### config.mk
export PLATFORM = sky130hd
export DESIGN_NAME = xm_stage_buf
export DESIGN_NICKNAME = d
export VERILOG_FILES = /design/src/rtl/xm_stage_buf.sv
export SDC_FILE = /design/constraint.sdc
export NUM_CORES = 1
export LEC_CHECK = 0
export CORE_UTILIZATION = 53
export DETAILED_ROUTE_END_ITERATION = 12
export PLACE_DENSITY = 0.87
export SYNTH_ARGS = -nofsm -noshare
export SYNTH_HDL_FRONTEND = slang
export SYNTH_SLANG_ARGS = --single-unit
### constraint.sdc
create_clock -name clk -period 2.6 [get_ports clk]
set_input_delay 0.52 -clock clk [delete_from_list [all_inputs] [get_ports clk]]
set_output_delay 0.52 -clock clk [all_outputs]
set_load 0.01 [all_outputs]
### src/rtl/xm_stage_buf.sv
// EX->MEM boundary: selects address/value from the execute result sources, forwards
// write-back data into store data, and registers the op behind a 2-entry skid buffer.
module xm_stage_buf #(
   parameter int DATA_W = 32,
   parameter int ADDR_W = 32,
   parameter int REG_W  = 5,
   parameter int NSRC   = 2,
   localparam int SEL_W = (NSRC > 1) ? $clog2(NSRC) : 1
) (
   input  logic                     clk,
   input  logic                     rst_n,
   input  logic                     flush,
   input  logic                     x_valid,
   output logic                     x_ready,
   input  logic [NSRC*ADDR_W-1:0]   x_addr,
   input  logic [NSRC*DATA_W-1:0]   x_val,
   input  logic [SEL_W-1:0]         x_addr_sel,
   input  logic [SEL_W-1:0]         x_val_sel,
   input  logic                     x_read,
   input  logic                     x_write,
   input  logic [REG_W-1:0]         x_dst,
   input  logic [REG_W-1:0]         x_rt,
   input  logic                     wb_valid,
   input  logic [REG_W-1:0]         wb_dst,
   input  logic [DATA_W-1:0]        wb_val,
   output logic                     m_valid,
   input  logic                     m_ready,
   output logic                     m_read,
   output logic                     m_write,
   output logic [ADDR_W-1:0]        m_addr,
   output logic [DATA_W-1:0]        m_val,
   output logic [REG_W-1:0]         m_dst
);

   typedef struct packed {
      logic              vld;
      logic              rd;
      logic              wr;
      logic [ADDR_W-1:0] addr;
      logic [DATA_W-1:0] val;
      logic [REG_W-1:0]  dst;
      logic [REG_W-1:0]  rt;
   } entry_t;

   entry_t r_a, r_b;
   entry_t w_a_fwd, w_b_fwd, w_new, w_a_nxt, w_b_nxt;
   logic   w_accept, w_drain;

   // Out-of-range selects fall back to source 0.
   function automatic logic [ADDR_W-1:0] sel_addr(input logic [NSRC*ADDR_W-1:0] v,
                                                   input logic [SEL_W-1:0] s);
      logic [ADDR_W-1:0] r;
      r = v[ADDR_W-1:0];
      for (int i = 0; i < NSRC; i++)
         if (s == SEL_W'(i)) r = v[i*ADDR_W +: ADDR_W];
      return r;
   endfunction

   function automatic logic [DATA_W-1:0] sel_val(input logic [NSRC*DATA_W-1:0] v,
                                                  input logic [SEL_W-1:0] s);
      logic [DATA_W-1:0] r;
      r = v[DATA_W-1:0];
      for (int i = 0; i < NSRC; i++)
         if (s == SEL_W'(i)) r = v[i*DATA_W +: DATA_W];
      return r;
   endfunction

   function automatic logic fwd_hit(input logic wr, input logic [REG_W-1:0] rt,
                                    input logic wv, input logic [REG_W-1:0] wd);
      return wr && wv && (wd == rt) && (rt != '0);
   endfunction

   function automatic entry_t fwd_hold(input entry_t e, input logic wv,
                                       input logic [REG_W-1:0] wd,
                                       input logic [DATA_W-1:0] wval);
      entry_t r;
      r = e;
      if (e.vld && fwd_hit(e.wr, e.rt, wv, wd)) r.val = wval;
      return r;
   endfunction

   always_comb begin
      w_accept = x_valid && !r_b.vld;
      w_drain  = r_a.vld && m_ready;

      w_a_fwd = fwd_hold(r_a, wb_valid, wb_dst, wb_val);
      w_b_fwd = fwd_hold(r_b, wb_valid, wb_dst, wb_val);

      w_new      = '0;
      w_new.vld  = 1'b1;
      w_new.rd   = x_read;
      w_new.wr   = x_write;
      w_new.addr = sel_addr(x_addr, x_addr_sel);
      w_new.val  = fwd_hit(x_write, x_rt, wb_valid, wb_dst) ? wb_val
                                                            : sel_val(x_val, x_val_sel);
      w_new.dst  = x_dst;
      w_new.rt   = x_rt;

      w_a_nxt = w_a_fwd;
      w_b_nxt = w_b_fwd;
      // A drain coinciding with flush has already been taken by memory, so just kill both.
      if (flush) begin
         w_a_nxt.vld = 1'b0;
         w_b_nxt.vld = 1'b0;
      end else if (!r_a.vld) begin
         if (w_accept) w_a_nxt = w_new;
      end else if (w_drain) begin
         if (w_accept && r_b.vld) begin
            w_a_nxt = w_b_fwd;
            w_b_nxt = w_new;
         end else if (w_accept) begin
            w_a_nxt = w_new;
         end else begin
            w_a_nxt     = w_b_fwd;
            w_b_nxt.vld = 1'b0;
         end
      end else if (w_accept) begin
         w_b_nxt = w_new;
      end
   end

   always_ff @(posedge clk or negedge rst_n) begin
      if (!rst_n) begin
         r_a <= '0;
         r_b <= '0;
      end else begin
         r_a <= w_a_nxt;
         r_b <= w_b_nxt;
      end
   end

   assign x_ready = !r_b.vld;
   assign m_valid = r_a.vld;
   assign m_read  = r_a.vld && r_a.rd;
   assign m_write = r_a.vld && r_a.wr;
   assign m_addr  = r_a.addr;
   assign m_val   = r_a.val;
   assign m_dst   = r_a.dst;

endmodule

==> results of run 1 <==
-- cells in the final DEF (no fill, tap or decap), types with 36 or more instances in the layout --
master / n
clkdlybuf4s50_1: 254
dfrtp_1: 154
mux2i_1: 128
nand2_1: 82
nor2_1: 79
nor2b_1: 65
o211ai_1: 64
nand3_1: 47
a31oi_1: 43
buf_4: 39
a21oi_1: 36
-- power breakdown --
part / switching, mW / internal [mW]
registers: 0.374 / 2.99
logic: 1.06 / 1.34
clock network: 1.03 / 1.40
-- layout make-up --
cell class / count / area, µm²
clock inverter: 12 / 115.1
tap: 225 / 281.5
inverter: 3 / 11.26
timing repair buffer: 311 / 3157
antenna: 1 / 2.502
multi-input combinational: 677 / 4526
fill: 1243 / 4763
clock buffer: 20 / 466.7
sequential: 154 / 3854
-- worst reg2reg max path, stage by stage, from the launching register on --
cell and delay, ns:
dfrtp_1 0.44, or3b_1 0.44, a21oi_4 0.24, buf_12 0.26, nor2b_1 0.11, mux2i_1 0.16
o211ai_1 0.14
-- synthesized netlist by cell type, types with 3 or more instances --
library cell,number
buf_2,15
dfrtp_1,154
and2_1,3
buf_4,76
nor2b_1,65
xnor2_1,11
o211ai_1,64
buf_1,5
a31oi_1,43
buf_6,3
or3_1,3
mux2i_1,128
o21ai_0,15
clkbuf_1,58
o21ai_1,19
o31ai_1,32
nand2_1,83
a21oi_1,36
nor2_1,80
nand3_1,47
o221a_1,32
-- per-stage QoR --
step	instance area [µm²]	hold WS [ns]	std cells	TNS (ns)	power, mW
3_3_place_gp	11830	0.4583	1370	-1.360	5.663
4_1_cts	12410	0.1607	1402	0	8.211
6_report	12410	0.1404	1403	0	8.192
5_1_grt	12410	0.2032	1402	0	8.572
3_5_place_dp	11830	0.4632	1370	-3.687	5.767
2_1_floorplan	9279	0.2244	991	0	4.838
-- how the worst max path moves through the flow --
| stage | from | endpoint | slack [ns] | cells after the start |
|---|---|---|---|---|
| global placement | wb_dst[0] | r_b[17] | -0.04 | 7 |
| finish | m_valid | m_read | 0.18 | 3 |
| detailed placement | wb_dst[0] | r_b[14] | -0.09 | 7 |
| floorplan | wb_dst[2] | r_b[10] | 0.56 | 7 |
| CTS | m_valid | m_read | 0.16 | 3 |
| global route | m_valid | m_read | 0.09 | 3 |
-- per-layer routing --
metal	up-vias	track usage
met1	3970	0.3586
met5	-	0
met2	463	0.5037
met3	56	0.05745
li1	3851	-
met4	0	0.1411
-- sequential cells by signal (all words and copies together) (netlist names) --
register and count:
m_addr 32, m_val 32, m_valid 1, r_a 7
r_b 77, m_dst 5
-- logic make-up (layout without fill, tap and decap cells) --
kind of cell | count (synthesis) | in the layout | share of synthesized area
buffers and inverters | 160 | 346 | 0.09992
AOI/OAI and AO/OA | 249 | 249 | 0.1907
other | 0 | 1 | 0
DFF | 154 | 154 | 0.4153
muxes | 128 | 128 | 0.1381
and+or+nand+nor | 288 | 288 | 0.1447
xor gates and xnor gates | 12 | 12 | 0.01133
==> run metrics, run 1 <==
status=completed; biggest cell delay along the critical path=0.53 ns; Post-route DRC=0; WP data arrival=1.90 ns; detailed placement HPWL=around 18,000 µm; Syn Inst Count=roughly 1,000; period utilization=0.9308; Post-synth EDFFs=0; Yosys reg bits=154; crit end category=primary output; Post-Route WL=26,300 µm; Worst-Margin Slew=0.7744 ns; relative slew slack=0.4837; All-Layer GR Usage=0.2952; CP max FO=24; Cell variety after synth=36; met1 WL=10,510 µm; reg2reg setup slack=~0.66 ns; share of layout cells above drive strength 1=0.08581; FP Rows=48; # clock sinks=between 150 and 200; Pleak=5.177 nW; delay-heaviest family, CP=buffers and inverters; Overflow after GRT=0; met3 WL=around 2200 µm; area grow syn2layout=33.78%; Synth area leaders=dfrtp_1 (42%), mux2i_1 (14%), buf_4 (6.1%), o211ai_1 (5.2%), nor2b_1 (4.4%); Routed WL per cell=around 19 µm; reg2reg path depth=6; I/O Buffers=257; post-CTS setup buffers=0; Initial Utilization=0.5402; first-pass GRT wire length=41,740 µm; Die Height=134.3 µm; worst path bufs/invs=2; fin util=0.7227; clk buf depth=2; residual antenna-violating net count after detailed routing=0; Vias/cell=5.944; Worst Slack Setup Final=0.1799 ns; H-tree levels=4; Fin Clk Skew=about 0.0086 ns; Clock Latency Late Sink=0.43 ns; largest net degree at the start of global routing=79; Mapped Nets=approximately 1,200; Post-Syn Area=9279 µm²; core footprint=17,180 µm²; Layout Nets=approximately 1,300; Max-Cap Viols=0; dpl ws=-0.09422 ns; die outline width=134.3 µm; Crit Path Category=register to primary output; Slew Limit Fails=0; post-synth top area share=0.4153; CTS Buf Count=17; sequential area share after synthesis=0.4153; cell taking the most area after synthesis=dfrtp_1; CTS tree=built; highest metal used=met4; hold buffer count at cts=0; Crit Reg-Reg Startpoint=r_b[76]; Syn. warnings=0; Initial DRT Pass Iterations=7; root buffer cell=clkbuf_16; RSZ-0062 raised after global routing=no; VDD IR-drop max=roughly 0.46 mV; Hold Vio Cnt, Final=0; Via Count=8,340; max frequency=413.2 MHz; Placer Congestion=0.8872; async set-reset flop share out of synthesis=1.000; slowest CP cell=clkdlybuf4s50_1; DRT iter0 DRCs=slightly below 700; initial antenna violation count=1; I/O pins=258; Pwr Density=660.0 nW/µm²; vias in the first global route=8,413; min-delay worst type=input pin to async pin; Worst Path Required=2.08 ns; Primary FF master, synth=dfrtp_1; final setup vio count=0; PostCTS Resize Cnt=0; CP startpoint kind=register; syn_area_per_cell=9.363 µm²; CTS clock-pin slew for the worst setup and hold paths=0.06 ns; Die ar.=18,040 µm²; crit path cell chain=buf_4, and2_1, clkdlybuf4s50_1; met2 WL=about 13,000 µm; FF-to-FF End=m_val[20]; fin crit period=2.420 ns
(Power assumes the default switching activity.)
==> run 2, diff against run 1 <==
--- a/config.mk
+++ b/config.mk
@@ -12,2 +12,3 @@
 export SYNTH_HDL_FRONTEND = slang
 export SYNTH_SLANG_ARGS = --single-unit
+export TNS_END_PERCENT = 5
==> constraint.sdc (replaced) <==
create_clock -name clk -period 2.6 [get_ports clk]
set_input_delay 0.39 -clock clk [delete_from_list [all_inputs] [get_ports clk]]
set_output_delay 0.39 -clock clk [all_outputs]
set_load 0.01 [all_outputs]
==> run metrics, run 2 (same netlist as run 1, synthesis figures left out) <==
Crit Reg-Reg Startpoint=m_valid; most frequent cells in the layout=clkdlybuf4s50_1 (254), dfrtp_1 (154), mux2i_1 (128); relative slew slack=0.6521; DRT iter0 DRCs=roughly 540; min-delay worst type=input pin to async pin; Setup TNS Final=0 ns; Worst Path Required=2.21 ns; clk buf depth=2; residual antenna-violating net count after detailed routing=0; status=completed; Initial Utilization=0.5402; share of layout cells above drive strength 1=0.07692; root buffer cell=clkbuf_16; max frequency=418.2 MHz; VDD IR-drop max=about 0.48 mV; I/O pins=258; All-Layer GR Usage=0.2934; H-tree levels=4; number of diodes=0; crit end category=primary output; initial antenna violation count=1; Fin Hold WS=0.4789 ns; CTS clock-pin slew for the worst setup and hold paths=0.06 ns; DP Area=roughly 12,000 µm²; worst path bufs/invs=2; WP depth=3; Overflow after GRT=0; CTS tree=built; dpl ws=-0.03009 ns; Worst Setup EP=m_read; core footprint=about 17,000 µm²; delay-heaviest family, CP=buffers and inverters; Initial DRT Pass Iterations=5; post-CTS setup buffers=0; Crit Path Category=register to primary output; slowest CP cell=clkdlybuf4s50_1; Clock Latency Late Sink=0.43 ns; Hold Vio Cnt, Final=0; RSZ-0062 raised after global routing=no; Pleak=5.154 nW; Placer Congestion=0.8806; die outline width=134.3 µm; total power=8.316 mW; CP max FO=36; period utilization=0.9196; CTS Buf Count=17; commonest non-fill, non-tap cell in the layout=clkdlybuf4s50_1; # clock sinks=154; hold buffer count at cts=1; Clock Power Share=0.310; Largest register FFs=between 70 and 80; Worst-Margin Slew=0.5219 ns; Post-Route WL=around 26,000 µm; Pwr Density=671.6 nW/µm²; Layout Nets=approximately 1,300; fin crit period=about 2.4 ns; Power Internal=5.910 mW; Final Instance Count excl. Fillers=1,395; Sequential Power Share=0.405; CP Launch Point=m_valid; reg2reg setup slack=0.44 ns; first-pass GRT wire length=41,660 µm; I/O Buffers=257; Final Cell Area=12,380 µm²; Net Sw Power=2.407 mW; reg2reg path depth=7; WP data arrival=2.00 ns; Placed Instances=1,362; Sw Share=0.2894; Via Count=8,254; PostCTS Resize Cnt=0; Vias/cell=between 5 and 6; FF-to-FF End=m_val[9]; Max-Cap Viols=0; Die Height=around 130 µm; fin util=0.7209; detailed placement HPWL=roughly 18,000 µm; Combinational Power Share=0.285; FP Rows=48; Most flops, register=r_b; crit path cell chain=buf_4, and2_1, clkdlybuf4s50_1; CP startpoint kind=register; largest net degree at the start of global routing=63; Worst Slack Setup Final=roughly 0.21 ns; vias in the first global route=8,306; Slew Limit Fails=0; biggest cell delay along the critical path=0.53 ns; area grow syn2layout=33.45%; final setup vio count=0; Fin Clk Skew=0.006904 ns; Routed WL per cell=18.69 µm; Post-route DRC=0; Die ar.=18,040 µm²
-- run 2: final cells by class --
cell class	instances	area, µm²
clock buffers	23	478.0
clock inverters	9	138.9
fillers	1244	4793
inverters	3	11.26
multi-input cells	677	4526
flip-flops and latches	154	3854
well taps	225	281.5
repair buffers	304	3094
-- run 2: power by group through the flow --
stage               logic, mW  registers (mW)  clock network (mW)
floorplan                1.57            3.27                   0
global placement         2.28            3.36                   0
detailed placement       2.37            3.38                   0
CTS                      2.38            3.36                2.60
global route             2.58            3.43                2.71
finish                   2.37            3.36                2.58
-- run 2: how the worst min path moves through the flow --
stage | to | slack (ns) | cells past startpoint
after global routing | r_b[75] | 0.50 | 2
after global placement | m_addr[16] | 0.36 | 1
after detailed placement | m_addr[16] | 0.37 | 1
after CTS | r_b[5] | 0.48 | 2
after floorplan | m_addr[0] | 0.09 | 0
final | m_addr[16] | 0.48 | 2
-- run 2: per-layer routing --
layer	vias up	routed length, µm	global-route usage
met2	437	12840	0.4902
met3	53	2192	0.06954
met5	-	13	0
met4	2	622	0.1186
li1	3832	-	-
met1	3930	10400	0.3657
==> run 3, diff against run 2 <==
Settings changed: ABC_AREA set to 1.
==> run metrics, run 3 <==
Final Cell Area=about 13,000 µm²; Overflow after GRT=0; CP startpoint kind=register; min-delay worst type=input pin to async pin; Via Count=9,885; Reg area=3854 µm²; reg2reg path depth=10; total power=8.382 mW; residual antenna-violating net count after detailed routing=0; Vias/cell=5.704; H-tree levels=4; Setup TNS Final=0 ns; All-Layer GR Usage=0.3201; Synth area leaders=dfrtp_1 (40%), nand2_1 (15%), nand3_1 (8.8%), buf_4 (6.0%), inv_1 (6.0%); share of layout cells above drive strength 1=0.05703; Most flops, register=r_b; DRT iter0 DRCs=roughly 1,200; Cell variety after synth=27; Placed Instances=1,701; CP max FO=6; Yosys reg bits=154; root buffer cell=clkbuf_16; Fin Hold WS=between 0.4 and 0.5 ns; Initial Utilization=0.5485; Final Instance Count excl. Fillers=1,733; Post-synth EDFFs=0; area occupied by multi-input gates=4209 µm²; Worst Slack Setup Final=0.5339 ns; Post-synth top cells=nand2_1 (383), nand3_1 (168), dfrtp_1 (154); CTS clock-pin slew for the worst setup and hold paths=roughly 0.06 ns; first-pass GRT wire length=46,690 µm; Slew Limit Fails=0; core footprint=17,480 µm²; Pwr Density=670.2 nW/µm²; I/O Buffers=about 260; VDD IR-drop max=0.4696 mV; most frequent cells in the layout=nand2_1 (382), clkdlybuf4s50_1 (255), nand3_1 (168); largest net degree at the start of global routing=65; final setup vio count=0; Initial DRT Pass Iterations=6; period utilization=0.7947; CTS Buf Count=17; area grow syn2layout=30.45%; Max-Cap Viols=0; cell taking the most area after synthesis=dfrtp_1; Syn Inst Count=1,346; dpl ws=0.3722 ns; number of diodes=0; clk buf depth=2; Worst-Margin Slew=between 0.7 and 0.8 ns; FP Rows=between 40 and 50; max frequency=roughly 480 MHz; Hold Vio Cnt, Final=0; most common cell in the netlist=nand2_1; die outline width=136.5 µm; fin util=0.7156; Mapped Nets=1,531; Largest register FFs=between 70 and 80; Die Height=approximately 140 µm; Post-Syn Area=9587 µm²; detailed placement HPWL=19,000 µm; Layout Nets=1,681; Post-route DRC=0; I/O pins=258; status=completed; Syn. warnings=0; Placer Congestion=about 0.92; crit end category=primary output; Fin Clk Skew=a little under 0.01 ns; # clock sinks=154; Clock Latency Late Sink=~0.44 ns; Worst Path Required=roughly 2.2 ns; vias in the first global route=between 9,000 and 10,000; initial antenna violation count=0; relative slew slack=0.4776; WP data arrival=1.68 ns; sequential area share after synthesis=0.4020; Primary FF master, synth=dfrtp_1; RSZ-0062 raised after global routing=no; syn_area_per_cell=7.122 µm²; Routed WL per cell=between 15 and 20 µm; commonest non-fill, non-tap cell in the layout=nand2_1; Crit Path Category=register to primary output; DP Area=11,890 µm²; post-synth top area share=0.4020; fin crit period=2.066 ns; number of fill cells=between 1,000 and 1,500; Pleak=about 6 nW; CTS tree=built; async set-reset flop share out of synthesis=1.000; Die ar.=~19,000 µm²; Post-Route WL=29,250 µm
==> run 3: changes by cell type after synthesis, sizes merged, moves of 31 or more <==
| cell | previous run | this run |
|---|---|---|
| inv | 3 | 159 |
| nand2 | 83 | 383 |
| o21ai | 34 | 75 |
| nand4 | 1 | 64 |
| nor2b | 65 | 0 |
| o221a | 32 | 0 |
| mux2i | 128 | 32 |
| nand3 | 47 | 169 |
| o211ai | 64 | 1 |
| o31ai | 32 | 1 |
==> run 3: report_power, final <==
| part | internal (mW) | switching, mW |
|---|---|---|
| Clock | 1.54 | 1.04 |
| Sequential | 2.97 | 0.300 |
| Combinational | 1.19 | 1.34 |
| Total | 5.69 | 2.69 |
==> run 3: cell families (layout without fill, tap and decap cells) <==
group,Yosys count,count (layout),synth area share
xor gates and xnor gates,2,2,0.001828
AOI/OAI and AO/OA,158,158,0.09162
buffers and inverters,320,482,0.1609
DFF,154,154,0.4020
and+or+nand+nor,680,680,0.3102
muxes,32,32,0.03341
==> run 3: path summary, 6_finish.rpt <==
kind / startpoint / endpoint / slack [ns]
max: m_valid / m_write / 0.53
min: rst_n / m_addr[27] / 0.48
max reg2reg: m_valid / r_b[25] / 0.58
min reg2reg: r_b[5] / r_b[5] / 0.48
max in group asynchronous: rst_n / m_val[3] / 1.36
min in group clk: r_b[5] / r_b[5] / 0.48
==> run 3: critical path, stage by stage, from the launching register on <==
cell and delay, ns:
dfrtp_1 0.50, nand2_1 0.11, clkinv_1 0.08, clkdlybuf4s50_1 0.56
==> run 3: layout make-up <==
| cell class | count | area share |
|---|---|---|
| multi-input cells | 872 | 0.3366 |
| repair buffers | 291 | 0.2360 |
| flip-flops and latches | 154 | 0.3082 |
| clock buffers | 18 | 0.03512 |
| clock inverters | 13 | 0.01361 |
| well taps | 225 | 0.02251 |
| inverters | 160 | 0.04802 |
==> run 3: metal layers <==
metal,track usage,up-vias,routed length [µm]
li1,-,4617,-
met2,0.5324,585,13970
met3,0.06333,125,2831
met1,0.3900,4558,11160
met5,0,-,0
met4,0.1759,0,1294
==> run 3: what timing repair did <==
action / 4_1_cts / 5_1_grt
resized for setup: 0 / 0
hold buffers: 1 / 0
buffers inserted: 0 / 0
hold endpoints to repair: 55 / 0
